$ cat src/rtl/shift_issue_stage.sv
// -----------------------------------------------------------------------------
// shift_issue_stage
//
// Registered issue stage that sits in front of the EX-stage barrel shifter.
// It receives decoded R-type shift instructions from ID through a valid/ready
// handshake. Each instruction is decoded into a 2-bit shifter control code and
// a 5-bit shift amount, taken either from the immediate shamt field or from
// rs[4:0]. The decoded entry is then held in a 2-entry skid buffer (main + skid)
// so that in_ready toward ID is a flop output and never a combinational
// function of out_ready.
//
// Ports:
//   clk          clock, rising edge
//   rst          asynchronous active-high reset
//   flush        synchronous flush, drops every held entry
//   in_valid     ID presents an instruction
//   in_ready     stage can accept (registered, equals !skid_full)
//   in_funct     funct field
//   in_shamt     immediate shift amount
//   in_rs        rs operand (low 5 bits = variable shift amount)
//   in_rt        rt operand (value to shift)
//   in_rd        destination register tag
//   out_valid    shifter operands valid
//   out_ready    downstream consumes the shifter result this cycle
//   sh_in        shifter data input
//   sh_shamt     shifter shift amount
//   sh_ctrl      shifter control: 00 SLL, 01 SRA, 10 SRL, 11 unused (yields 0)
//   out_rd       destination register tag
//   out_illegal  funct was not a shift opcode
// -----------------------------------------------------------------------------
module shift_issue_stage #(
   parameter int DATA_W  = 32,
   parameter int FUNCT_W = 6
) (
   input  logic               clk,
   input  logic               rst,
   input  logic               flush,
   input  logic               in_valid,
   output logic               in_ready,
   input  logic [FUNCT_W-1:0] in_funct,
   input  logic [4:0]         in_shamt,
   input  logic [DATA_W-1:0]  in_rs,
   input  logic [DATA_W-1:0]  in_rt,
   input  logic [4:0]         in_rd,
   output logic               out_valid,
   input  logic               out_ready,
   output logic [DATA_W-1:0]  sh_in,
   output logic [4:0]         sh_shamt,
   output logic [1:0]         sh_ctrl,
   output logic [4:0]         out_rd,
   output logic               out_illegal
);

   localparam logic [FUNCT_W-1:0] F_SLL  = FUNCT_W'(6'b000000);
   localparam logic [FUNCT_W-1:0] F_SRL  = FUNCT_W'(6'b000010);
   localparam logic [FUNCT_W-1:0] F_SRA  = FUNCT_W'(6'b000011);
   localparam logic [FUNCT_W-1:0] F_SLLV = FUNCT_W'(6'b000100);
   localparam logic [FUNCT_W-1:0] F_SRLV = FUNCT_W'(6'b000110);
   localparam logic [FUNCT_W-1:0] F_SRAV = FUNCT_W'(6'b000111);

   localparam logic [1:0] CTRL_SLL = 2'b00;
   localparam logic [1:0] CTRL_SRA = 2'b01;
   localparam logic [1:0] CTRL_SRL = 2'b10;
   localparam logic [1:0] CTRL_NOP = 2'b11;

   typedef struct packed {
      logic [DATA_W-1:0] data;
      logic [4:0]        shamt;
      logic [1:0]        ctrl;
      logic [4:0]        rd;
      logic              illegal;
   } entry_t;

   // EMPTY: nothing held; ONE: main full; TWO: main and skid full.
   typedef enum logic [1:0] {
      ST_EMPTY = 2'b00,
      ST_ONE   = 2'b01,
      ST_TWO   = 2'b10
   } state_t;

   state_t state_q;
   logic   out_valid_q;
   logic   in_ready_q;
   entry_t main_q;
   entry_t skid_q;
   entry_t dec_s;

   // Decode funct into shifter control and pick the shift amount source.
   always_comb begin
      dec_s.data    = in_rt;
      dec_s.rd      = in_rd;
      dec_s.shamt   = 5'd0;
      dec_s.ctrl    = CTRL_NOP;
      dec_s.illegal = 1'b0;
      case (in_funct)
         F_SLL: begin
            dec_s.ctrl  = CTRL_SLL;
            dec_s.shamt = in_shamt;
         end
         F_SRA: begin
            dec_s.ctrl  = CTRL_SRA;
            dec_s.shamt = in_shamt;
         end
         F_SRL: begin
            dec_s.ctrl  = CTRL_SRL;
            dec_s.shamt = in_shamt;
         end
         F_SLLV: begin
            dec_s.ctrl  = CTRL_SLL;
            dec_s.shamt = in_rs[4:0];
         end
         F_SRAV: begin
            dec_s.ctrl  = CTRL_SRA;
            dec_s.shamt = in_rs[4:0];
         end
         F_SRLV: begin
            dec_s.ctrl  = CTRL_SRL;
            dec_s.shamt = in_rs[4:0];
         end
         default: begin
            // Unknown opcode still flows through; the shifter yields 0 on ctrl 11.
            dec_s.ctrl    = CTRL_NOP;
            dec_s.shamt   = 5'd0;
            dec_s.illegal = 1'b1;
         end
      endcase
   end

   // Skid-buffer FSM with registered handshake outputs and data registers.
   // In EMPTY and ONE in_ready_q is 1, so in_valid alone means an accept there;
   // in TWO in_ready_q is 0 and nothing is accepted.
   always_ff @(posedge clk or posedge rst) begin
      if (rst) begin
         state_q     <= ST_EMPTY;
         out_valid_q <= 1'b0;
         in_ready_q  <= 1'b1;
         main_q      <= '{data: '0, shamt: 5'd0, ctrl: CTRL_NOP, rd: 5'd0, illegal: 1'b0};
         skid_q      <= '{data: '0, shamt: 5'd0, ctrl: CTRL_NOP, rd: 5'd0, illegal: 1'b0};
      end else if (flush) begin
         // Drop everything; data registers keep their contents.
         state_q     <= ST_EMPTY;
         out_valid_q <= 1'b0;
         in_ready_q  <= 1'b1;
      end else begin
         case (state_q)
            ST_EMPTY: begin
               if (in_valid) begin
                  main_q      <= dec_s;
                  state_q     <= ST_ONE;
                  out_valid_q <= 1'b1;
                  in_ready_q  <= 1'b1;
               end
            end
            ST_ONE: begin
               if (in_valid && out_ready) begin
                  main_q <= dec_s;
               end else if (in_valid) begin
                  skid_q     <= dec_s;
                  state_q    <= ST_TWO;
                  in_ready_q <= 1'b0;
               end else if (out_ready) begin
                  state_q     <= ST_EMPTY;
                  out_valid_q <= 1'b0;
               end
            end
            ST_TWO: begin
               if (out_ready) begin
                  main_q     <= skid_q;
                  state_q    <= ST_ONE;
                  in_ready_q <= 1'b1;
               end
            end
            default: begin
               state_q     <= ST_EMPTY;
               out_valid_q <= 1'b0;
               in_ready_q  <= 1'b1;
            end
         endcase
      end
   end

   assign in_ready    = in_ready_q;
   assign out_valid   = out_valid_q;
   assign sh_in       = main_q.data;
   assign sh_shamt    = main_q.shamt;
   assign sh_ctrl     = main_q.ctrl;
   assign out_rd      = main_q.rd;
   assign out_illegal = main_q.illegal;

endmodule

$ cat config.mk
export PLATFORM = sky130hd
export DESIGN_NAME = shift_issue_stage
export DESIGN_NICKNAME = d
export VERILOG_FILES = /design/src/rtl/shift_issue_stage.sv
export SDC_FILE = /design/constraint.sdc
export NUM_CORES = 1
export LEC_CHECK = 0
export CORE_AREA = 4 4 110 112
export DETAILED_ROUTE_END_ITERATION = 6
export DIE_AREA = 0 0 114 116
export DONT_BUFFER_PORTS = 1
export SETUP_SLACK_MARGIN = 0.4
export SYNTH_ARGS = -nofsm -noshare
export SYNTH_HDL_FRONTEND = slang
export SYNTH_SLANG_ARGS = --single-unit
$ cat constraint.sdc
create_clock -name clk -period 8.2 [get_ports clk]
set_input_delay 1.64 -clock clk [delete_from_list [all_inputs] [get_ports clk]]
set_output_delay 1.64 -clock clk [all_outputs]
set_load 0.02 [all_outputs]
==> metrics.md, run 1 <==
| Metric | Value |
|---|---|
| Max-cap violations | 0 |
| Yosys cell types | 30 |
| DRT antenna net count | 0 |
| CTS clk-pin slew, worst paths | about 0.060 ns |
| Initial DRC count | ~140 |
| Crit path DAT | ~3.6 ns |
| # nets final | between 500 and 600 |
| Crit path launch type | primary input |
| Dpl ws | 4.355 ns |
| Synth Warn # | 0 |
| Filler cells | around 1,100 |
| DRT Pass-1 Iters | 4 |
| Cell taking the most area after synthesis | dfrtp_1 |
| Highest clock rate | just under 300 MHz |
| Post-CTS setup buffer count | 0 |
| RSZ-0062 raised after global routing | no |
| Hold-fix buffers at CTS | 0 |
| Die Ht | between 100 and 150 um |
| First-pass GRT wire length | about 16,000 um |
| CTS Buf Count | 9 |
| H-Tree Depth | 3 |
| Initial antenna violation count | 0 |
| I/O pin cnt | around 130 |
| Finished Layout Cells | around 600 |
| Clk_skew | 0.007012 ns |
| Outcome | finished, final reports clean |
| Slew HR | 0.2886 |
| Final hold vios | 0 |
| Final hold slack | about 0.47 ns |
| Final WS setup | roughly 4.8 ns |
| Final min period | 3.397 ns |
| CP endpoint kind | register |
| CTS tree | built |
| Initial Util | 0.3912 |
| Max FO, Critical Path | 27 |
| Post-synthesis sequential element count | between 90 and 100 |
| Post-synth design cell area | around 0.0044 mm2 |
| Setup tns final | 0 ns |
| Synth Instances | roughly 460 |
| # DRC | 0 |
| Hpwl dp | 6081 um |
| PortBufs | 0 |
| Congestion Overflow GR | 0 |
| Clock sink count | between 90 and 100 |
| Number of global-route vias before repair | ~3,000 |
| Hold endpoint | skid_q[28] |
| Post-synth top area share | 0.5073 |
| Net count of the mapped netlist | 540 |
| Top post-synthesis cells by area | dfrtp_1 (51%), nand2_1 (20%), mux2_4 (14%) |
| R2R cell count | 5 |
| Mean Syn Cell Area | between 9 and 10 um2 |
| Final period utilization | 0.4143 |
| Clock Tree Buf Depth | 2 |
| Area of the multi-input gates | 0.001911 mm2 |
| Crit path largest cell delay | 0.63 ns |
| Total GRT Usage | 0.1545 |
| Setup-failing EPs final | 0 |
| CP max stage cell | o21bai_4 |
| Root Buffer | clkbuf_16 |
| Final Max Tran Viols | 0 |
| Routability cong. | slightly above 0.7 |
| Die area | between 0.01 and 0.015 mm2 |
| Hold crit path type | register to register |
| Cell Chain, Critical Path | nor2b_1, and2_1, o21bai_4, buf_4, mux2_2 |
| Reg2reg end | sh_in[10] |
| VDD IR-drop max | 0.0001082 V |
| Total Power | around 0.0013 W |
| Largest net degree at the start of global routing | 58 |
| CP bufs+invs | 1 |
| Pwr Density | 265.1 mW/mm2 |
| Kind of critical path | primary input to register |
| R2R setup slack | ~5.6 ns |
| HP Start | skid_q[28] |
| Layout cells sized above 1 | 0.1711 |
| Leak | 2.472 nW |
| Clock Latency Late Sink | 0.34 ns |
| Std-Cell Rows | 39 |
| Synth-to-Final Area Change | 9.404% |
| Storage element area | about 0.0024 mm2 |
| Cts repair resizes | 0 |
| DR vias | between 2,000 and 3,000 |
| Hold path cells | 2 |
| Worst path required time | 8.42 ns |
| Share of the yosys chip area belonging to registers | 0.5372 |
| Antenna cells | 0 |
| Least-Margin Pin Slew | 1.067 ns |
| Detailed Route WL | about 9700 um |
| Placed instance count | ~580 |
| Reg-to-Reg Start | state_q[1] |
| CP delay by family, top | compound AO/OA/AOI/OAI gates |
| Wire per inst | approximately 16 um |
| Die X | 114 um |
| Core Region | around 0.011 mm2 |
| Via density | around 4.9 |
==> kinds of logic after synthesis <==
logic type / Yosys count / synth area share
compound gates: 22 / 0.03078
xor+xnor: 1 / 0.001995
buf+inv: 27 / 0.03363
flops: 94 / 0.5372
mux: 52 / 0.1659
simple gates: 259 / 0.2306
==> synth_stat cells <==
| master | instances |
|---|---|
| nand2_1 | 239 |
| dfrtp_1 | 89 |
| mux2_4 | 40 |
| clkbuf_1 | 9 |
| o21ai_0 | 9 |
| buf_2 | 7 |
| mux2_2 | 6 |
| mux2i_1 | 6 |
| buf_6 | 5 |
| dfstp_2 | 5 |
| o31ai_1 | 5 |
| buf_1 | 4 |
| nor2_1 | 4 |
| nand2b_1 | 3 |
| nor2b_1 | 3 |
| o21bai_1 | 3 |
| a21oi_1 | 2 |
| and2_1 | 2 |
| inv_1 | 2 |
| nor3_1 | 2 |
| a211oi_1 | 1 |
| and3_1 | 1 |
| nand3_1 | 1 |
| nand3b_1 | 1 |
| nor4_1 | 1 |
| o21a_1 | 1 |
| o21ai_1 | 1 |
| or2_2 | 1 |
| or3b_2 | 1 |
| xnor2_1 | 1 |
==> layer usage <==
layer  share of wire  wire (um)  global-route usage  up-vias
li1                -          -                   -     1422
met1            0.42       4086              0.1888     1389
met2            0.48       4593              0.2440       70
met3           0.083        803             0.06214       12
met4           0.018        175             0.06413        0
met5               0          0                   0        -
==> flip-flops by register name (all words and copies together), names as in the netlist <==
name,cells
sh_shamt,5
out_illegal,1
skid_q,45
state_q,2
sh_ctrl,2
in_ready,1
out_valid,1
sh_in,32
out_rd,5
==> cells in the final DEF, fill, tap and decap left out, types with 2 or more instances in the layout <==
| master | count |
|---|---|
| clkbuf_16 | 9 |
| mux2_4 | 40 |
| nor2_1 | 4 |
| dfstp_2 | 5 |
| bufinv_16 | 2 |
| and2_1 | 2 |
| mux2i_1 | 6 |
| mux2_2 | 6 |
| o21ai_0 | 9 |
| nor3_1 | 2 |
| nor2b_1 | 2 |
| buf_4 | 4 |
| dfrtp_1 | 89 |
| a21oi_1 | 2 |
| o21bai_1 | 2 |
| o31ai_1 | 5 |
| clkinv_2 | 2 |
| nand2b_1 | 2 |
| nand2_1 | 239 |
==> report_power, final <==
group,total (W),internal [W],switching [W]
Sequential,0.000672,0.000560,0.000112
Clock,0.000443,0.000267,0.000177
Combinational,0.000158,0.0000881,0.0000700
==> worst max path at each step <==
| stage | from | end | slack, ns | depth (start not counted) |
|---|---|---|---|---|
| finish | in_valid | sh_in[10] | 4.80 | 5 |
| global route | in_valid | skid_q[11] | 4.53 | 4 |
| CTS | in_valid | skid_q[10] | 4.71 | 4 |
| detailed placement | in_valid | skid_q[10] | 4.36 | 4 |
| global placement | in_valid | skid_q[11] | 4.40 | 4 |
| floorplan | rst | out_illegal | 4.12 | 1 |
==> layout make-up <==
type,count,area share
clock buffers,10,0.04767
clock inverters,6,0.01797
inverters,2,0.002084
multi-input cells,334,0.3978
flip-flops and latches,94,0.4910
well taps,143,0.03725
repair buffers,4,0.006252
==> worst reg2reg max path, cell delays in order, from the launching register on <==
cell	delay [ns]
dfrtp_1	0.48
mux2i_1	0.22
nor2_1	0.10
o21bai_4	0.67
buf_4	0.60
mux2_2	0.41
==> stage by stage <==
step	utilization	cell area (um2)
after floorplan	-	4390
after global placement	0.3999	4488
after detailed placement	0.3999	4488
after CTS	0.4280	4803
after global routing	0.4280	4803
final	0.4280	4803
Power figures use the tool's default switching activity.
==> run 2, diff against run 1 <==
Clock period 8.2 ns to 3.5 ns, I/O delays scaled along.
==> metrics.md, run 2 (synthesis gave the netlist of run 1 again) <==
| Metric | Value |
|---|---|
| Outcome | finished, final reports clean |
| CP delay by family, top | simple AND/OR/NAND/NOR gates |
| Routability cong. | 0.7300 (+1.8%) |
| VDD IR-drop max | 0.0002955 V (+170%) |
| Max FO, Critical Path | 39 (+44%) |
| Hold-fix buffers at CTS | 0 (unchanged) |
| Post-layout util | 0.4281 (about the same) |
| # DRC | 0 (unchanged) |
| Max-cap violations | 0 (unchanged) |
| Clk_skew | 0.003325 ns (-0.003687 ns) |
| Sw frac | 0.2824 (+0.0006103) |
| Most frequent cells in the layout | nand2_1 (239), dfrtp_1 (89), mux2_4 (40) |
| Leak | 2.467 nW (-0.23%) |
| CP endpoint kind | register |
| Least-Margin Pin Slew | 0.9194 ns (-0.1477 ns) |
| Die area | 0.01322 mm2 (unchanged) |
| Initial DRC count | 171 (+26%) |
| Reg2reg end | out_illegal |
| Crit path DAT | 2.30 ns (-1.32 ns) |
| Kind of critical path | register to register |
| Total Power | 0.002920 W (+130%) |
| Detailed Route WL | 9543 um (-1.2%) |
| Cts repair resizes | 0 (unchanged) |
| CP bufs+invs | 0 (-1) |
| Setup-failing EPs final | 0 (unchanged) |
| Clock Latency Late Sink | 0.33 ns (about the same) |
| Congestion Overflow GR | 0 (unchanged) |
| Final period utilization | 0.5933 |
| PortBufs | 0 (unchanged) |
| Total GRT Usage | 0.1495 (-0.005022) |
| Worst path required time | 3.72 ns (-4.70 ns) |
| Sw Pwr | 0.0008246 W (+130%) |
| Hpwl dp | 6229 um (+2.4%) |
| Max FFs per register | 45 (unchanged) |
| Hold crit path type | primary input to asynchronous set/reset pin |
| Post-CTS setup buffer count | 0 (unchanged) |
| Antenna cells | 0 (unchanged) |
| Largest net degree at the start of global routing | 55 (-5.2%) |
| Layout cells sized above 1 | 0.1707 (-0.0003794) |
| Via density | 4.914 (+0.73%) |
| Dpl ws | 1.199 ns (-3.156 ns) |
| Final hold slack | 0.4156 ns (-0.05918 ns) |
| Internal | 0.002095 W (+130%) |
| CP max stage cell | nand2b_2 |
| Slew HR | 0.3870 (+0.09846) |
| Initial antenna violation count | 0 (unchanged) |
| Final min period | between 2 and 2.5 ns |
| Synth-to-Final Area Change | 9.433% (about the same) |
| Crit path largest cell delay | 0.79 ns (+0.16 ns) |
| R2R cell count | 3 (-2) |
| Cell Chain, Critical Path | nand2b_2, mux2_2, mux2_4 |
| Final hold vios | 0 (unchanged) |
| Wire per inst | 16.07 um (-1.4%) |
| CTS clk-pin slew, worst paths | 0.06 ns (about the same) |
| Root Buffer | clkbuf_16 |
| Highest clock rate | 481.6 MHz |
| Clock network fraction of total power | 0.333 (-0.015) |
| Die X | 114 um (unchanged) |
| Final Max Tran Viols | 0 (unchanged) |
| Biggest register | skid_q |
| First-pass GRT wire length | 15,420 um (-2.3%) |
| RSZ-0062 raised after global routing | no |
| Final WS setup | 1.424 ns (-3.379 ns) |
| Sequential share of power | 0.540 (+0.012) |
| Comb pwr share | 0.127 (+0.003) |
| Pwr Density | 607.7 mW/mm2 (+130%) |
| CTS tree | built |
| Crit path launch type | register |
| I/O pin cnt | 132 (unchanged) |
| Clock sink count | 94 (unchanged) |
| DR vias | 2,919 (+0.90%) |
| DRT Pass-1 Iters | 4 (unchanged) |
| # nets final | 531 (+0.19%) |
| Core Region | 0.01122 mm2 (unchanged) |
| Setup tns final | 0 ns (unchanged) |
| R2R setup slack | 1.42 ns (-4.20 ns) |
| CTS Buf Count | 9 (unchanged) |
| Reg-to-Reg Start | state_q[0] |
| DRT antenna net count | 0 (unchanged) |
| Die Ht | 116 um (unchanged) |
| Initial Util | 0.3912 (unchanged) |
| H-Tree Depth | 3 (unchanged) |
| Number of global-route vias before repair | 2,985 (+0.61%) |
| Commonest non-fill, non-tap cell in the layout | nand2_1 |
| Std-Cell Rows | 39 (unchanged) |
| Clock Tree Buf Depth | 2 (unchanged) |
## run 2: changes by cell type in the layout (fill, tap and decap cells not counted), sizes merged
cell,change
buf,+1
bufinv,-1
clkbuf,+3
clkinv,-1
inv,-1
## run 2: how the worst max path moves through the flow
stage | cells past startpoint | slack [ns] | start | end
after global placement | 4 | 1.25 | in_valid | skid_q[11]
after global routing | 4 | 1.22 | state_q[1] | skid_q[12]
after CTS | 3 | 1.38 | state_q[0] | out_illegal
after detailed placement | 4 | 1.20 | in_valid | skid_q[12]
final | 3 | 1.42 | state_q[0] | out_illegal
after floorplan | 6 | 1.63 | in_valid | out_illegal
## run 2: routing by layer
metal	share of wire	routed length [um]	vias to the layer above	track usage
met5	0	0	-	0
met4	0.019	179	0	0.05780
met3	0.096	912	12	0.06319
met2	0.46	4351	87	0.2338
met1	0.43	4099	1397	0.1843
li1	-	-	1423	-
## run 2: power groups by stage
stage | Clock, W | Sequential, W | Combinational, W
6_report | 0.000973 | 0.00158 | 0.000371
5_1_grt | 0.00104 | 0.00160 | 0.000424
3_5_place_dp | 0 | 0.00160 | 0.000379
3_3_place_gp | 0 | 0.00159 | 0.000365
4_1_cts | 0.00101 | 0.00158 | 0.000380
2_1_floorplan | 0 | 0.00155 | 0.000333
## run 2: through the flow
stage / std cells / cell area (um2)
final: 594 / 4805
after global routing: 594 / 4805
after CTS: 594 / 4805
after detailed placement: 578 / 4511
after global placement: 578 / 4511
after floorplan: 455 / 4394
## run 2: final cells by class
cell class	count	area, um2
fillers	1104	6419
flip-flops and latches	94	2359
clock inverters	3	43.79
inverters	2	11.26
clock buffers	13	250.2
well taps	143	178.9
repair buffers	5	50.05
multi-input cells	334	1912
==> run 3, diff against run 2 <==
Clock period 3.5 ns to 2 ns, I/O delays scaled along.
==> metrics.md, run 3 (synthesis gave the netlist of run 1 again) <==
| Metric | Value |
|---|---|
| # DRC | 0 (unchanged) |
| Total Power | 0.005059 W (+73%) |
| Sequential share of power | 0.545 (+0.005) |
| Synth-to-Final Area Change | 14.88% |
| Final min period | 1.711 ns (-0.3650 ns) |
| Initial antenna violation count | 0 (unchanged) |
| Routability cong. | 0.7420 (+1.6%) |
| Layout cells sized above 1 | 0.2106 (+0.03991) |
| CTS Buf Count | 9 (unchanged) |
| Kind of critical path | register to register |
| VDD IR-drop max | 0.0006106 V (+110%) |
| Met3 usage | 0.06266 (-0.0005222) |
| Sw frac | 0.2899 (+0.007497) |
| Clock network fraction of total power | 0.312 (-0.021) |
| I/O pin cnt | 132 (unchanged) |
| Max FFs per register | 45 (unchanged) |
| CP max stage cell | dfrtp_2 |
| Placed instance count | 584 (+1.0%) |
| CP endpoint kind | register |
| First-pass GRT wire length | 16,080 um (+4.3%) |
| Clock Latency Late Sink | 0.33 ns (about the same) |
| DRT Pass-1 Iters | 4 (unchanged) |
| Via density | 4.891 (-0.48%) |
| CTS clk-pin slew, worst paths | 0.07 ns (about the same) |
| Initial Util | 0.3912 (unchanged) |
| Congestion Overflow GR | 0 (unchanged) |
| Most frequent CP cell | buf_12 |
| CTS tree | built |
| Setup-failing EPs final | 0 (unchanged) |
| Comb pwr share | 0.143 (+0.016) |
| Outcome | finished, final reports clean |
| Dpl ws | 0.2574 ns (-0.9418 ns) |
| Wire per inst | 16.36 um (+1.8%) |
| DRT antenna net count | 0 (unchanged) |
| Internal | 0.003592 W (+71%) |
| Antenna cells | 0 (unchanged) |
| Initial DRC count | 179 (+4.7%) |
| Highest clock rate | 584.3 MHz (+21%) |
| Core Region | 0.01122 mm2 (unchanged) |
| Finished Layout Cells | 613 (+3.2%) |
| R2R cell count | 7 (+4) |
| Die area | 0.01322 mm2 (unchanged) |
| H-Tree Depth | 3 (unchanged) |
| Least-Margin Pin Slew | 0.5642 ns (-0.3553 ns) |
| Number of global-route vias before repair | 3,156 (+5.7%) |
| Clk_skew | 0.004910 ns (+0.001585 ns) |
| Sw Pwr | 0.001467 W (+78%) |
| Die X | 114 um (unchanged) |
| Post-layout util | 0.4494 (+0.02129) |
| Final Max Tran Viols | 0 (unchanged) |
| PortBufs | 0 (unchanged) |
| Max FO, Critical Path | 5 (-87%) |
| Largest net degree at the start of global routing | 95 (+73%) |
| Hold crit path type | primary input to asynchronous set/reset pin |
| RSZ-0062 raised after global routing | yes |
| Final hold vios | 0 (unchanged) |
| Total GRT Usage | 0.1558 (+0.006317) |
| Filler cells | 1,080 (-2.2%) |
| Pwr Density | 1003 mW/mm2 (+65%) |
| Crit path DAT | 1.93 ns (-0.37 ns) |
| Global routing usage on met1 | 0.1900 (+0.005723) |
| Worst path required time | 2.22 ns (-1.50 ns) |
| Detailed Route WL | 10,030 um (+5.1%) |
| Slew HR | 0.6214 (+0.2343) |
| Cell Chain, Critical Path | mux2i_1, nor2_2, o21bai_4, buf_12, buf_12, clkbuf_16, mux2_4 |
| Crit path launch type | register |
| Most frequent cells in the layout | nand2_1 (239), dfrtp_1 (88), mux2_4 (40) |
| Global Route met2 Usage | 0.2479 (+0.01405) |
| Setup tns final | 0 ns (unchanged) |
| Max-cap violations | 0 (unchanged) |
| Clock sink count | 94 (unchanged) |
| # nets final | 550 (+3.6%) |
| Leak | 2.596 nW (+5.2%) |
| Busiest grt layer | met2 |
| DR vias | 2,998 (+2.7%) |
| Std-Cell Rows | 39 (unchanged) |
| Clock Tree Buf Depth | 2 (unchanged) |
| Final period utilization | 0.8557 (+0.2624) |
| Commonest non-fill, non-tap cell in the layout | nand2_1 |
| Die Ht | 116 um (unchanged) |
| Final WS setup | 0.2886 ns (-1.135 ns) |
| Crit path largest cell delay | 0.43 ns (-0.36 ns) |
| Root Buffer | clkbuf_16 |
| Biggest register | skid_q |
| Hpwl dp | 6425 um (+3.1%) |
[run 3: cell count changes in the layout (fill, tap and decap cells not counted), sizes merged]
cell      change
bufinv        -1
buf          +17
clkinvlp      +2
clkbuf        +2
clkinv        -1
[run 3: per-layer routing]
metal,up-vias,share of wire,wire length (um)
met5,-,0,0
met4,0,0.015,148
met3,14,0.086,862
met2,85,0.46,4655
met1,1441,0.43,4360
li1,1458,-,-
[run 3: final timing paths]
check / startpoint / endpoint / slack [ns]
worst max-delay path: state_q[1] / sh_in[19] / 0.29
worst min-delay path: rst / sh_in[29] / 0.07
worst max register to register: state_q[1] / sh_in[19] / 0.29
worst min register to register: skid_q[24] / skid_q[24] / 0.47
max in group asynchronous: rst / state_q[1] / 1.53
min in group clk: flush / out_valid / 0.12
[run 3: cell type report]
type / instances / area, um2 / share of cell area
Multi-Input combinational cell: 334 / 1922 / 0.3810
Timing Repair Buffer: 24 / 301.5 / 0.05979
Clock inverter: 3 / 20.02 / 0.003969
Inverter: 2 / 11.26 / 0.002233
Clock buffer: 13 / 250.2 / 0.04962
Sequential cell: 94 / 2360 / 0.4679
Tap cell: 143 / 178.9 / 0.03548
[run 3: metrics by stage]
step | area, um2 | hold WS (ns)
floorplan | 4394 | 0.4455
global placement | 4581 | 0.4570
detailed placement | 4581 | 0.4617
CTS | 4926 | 0.09271
global route | 5044 | 0.07397
finish | 5044 | 0.07436
[run 3: timing repair]
item,in CTS,in global routing
setup endpoints to repair,45,45
gates cloned,1,2
gates resized for setup,5,1
setup buffers,3,7
hold buffers,0,0
pin swaps,1,2
[run 3: power groups by stage]
stage / Clock (W) / Combinational (W) / Sequential [W]
after CTS: 0.00163 / 0.000703 / 0.00276
after global placement: 0 / 0.000654 / 0.00278
final: 0.00158 / 0.000721 / 0.00276
after global routing: 0.00171 / 0.000817 / 0.00281
after floorplan: 0 / 0.000582 / 0.00271
after detailed placement: 0 / 0.000678 / 0.00279
[run 3: critical path: cells and delay by family (launching register included)]
kind                   cells  cell delay, ns
muxes                      2            0.52
buffers and inverters      3            0.39
DFF                        1            0.43
AOI/OAI and AO/OA          1            0.17
and+or+nand+nor            1            0.08
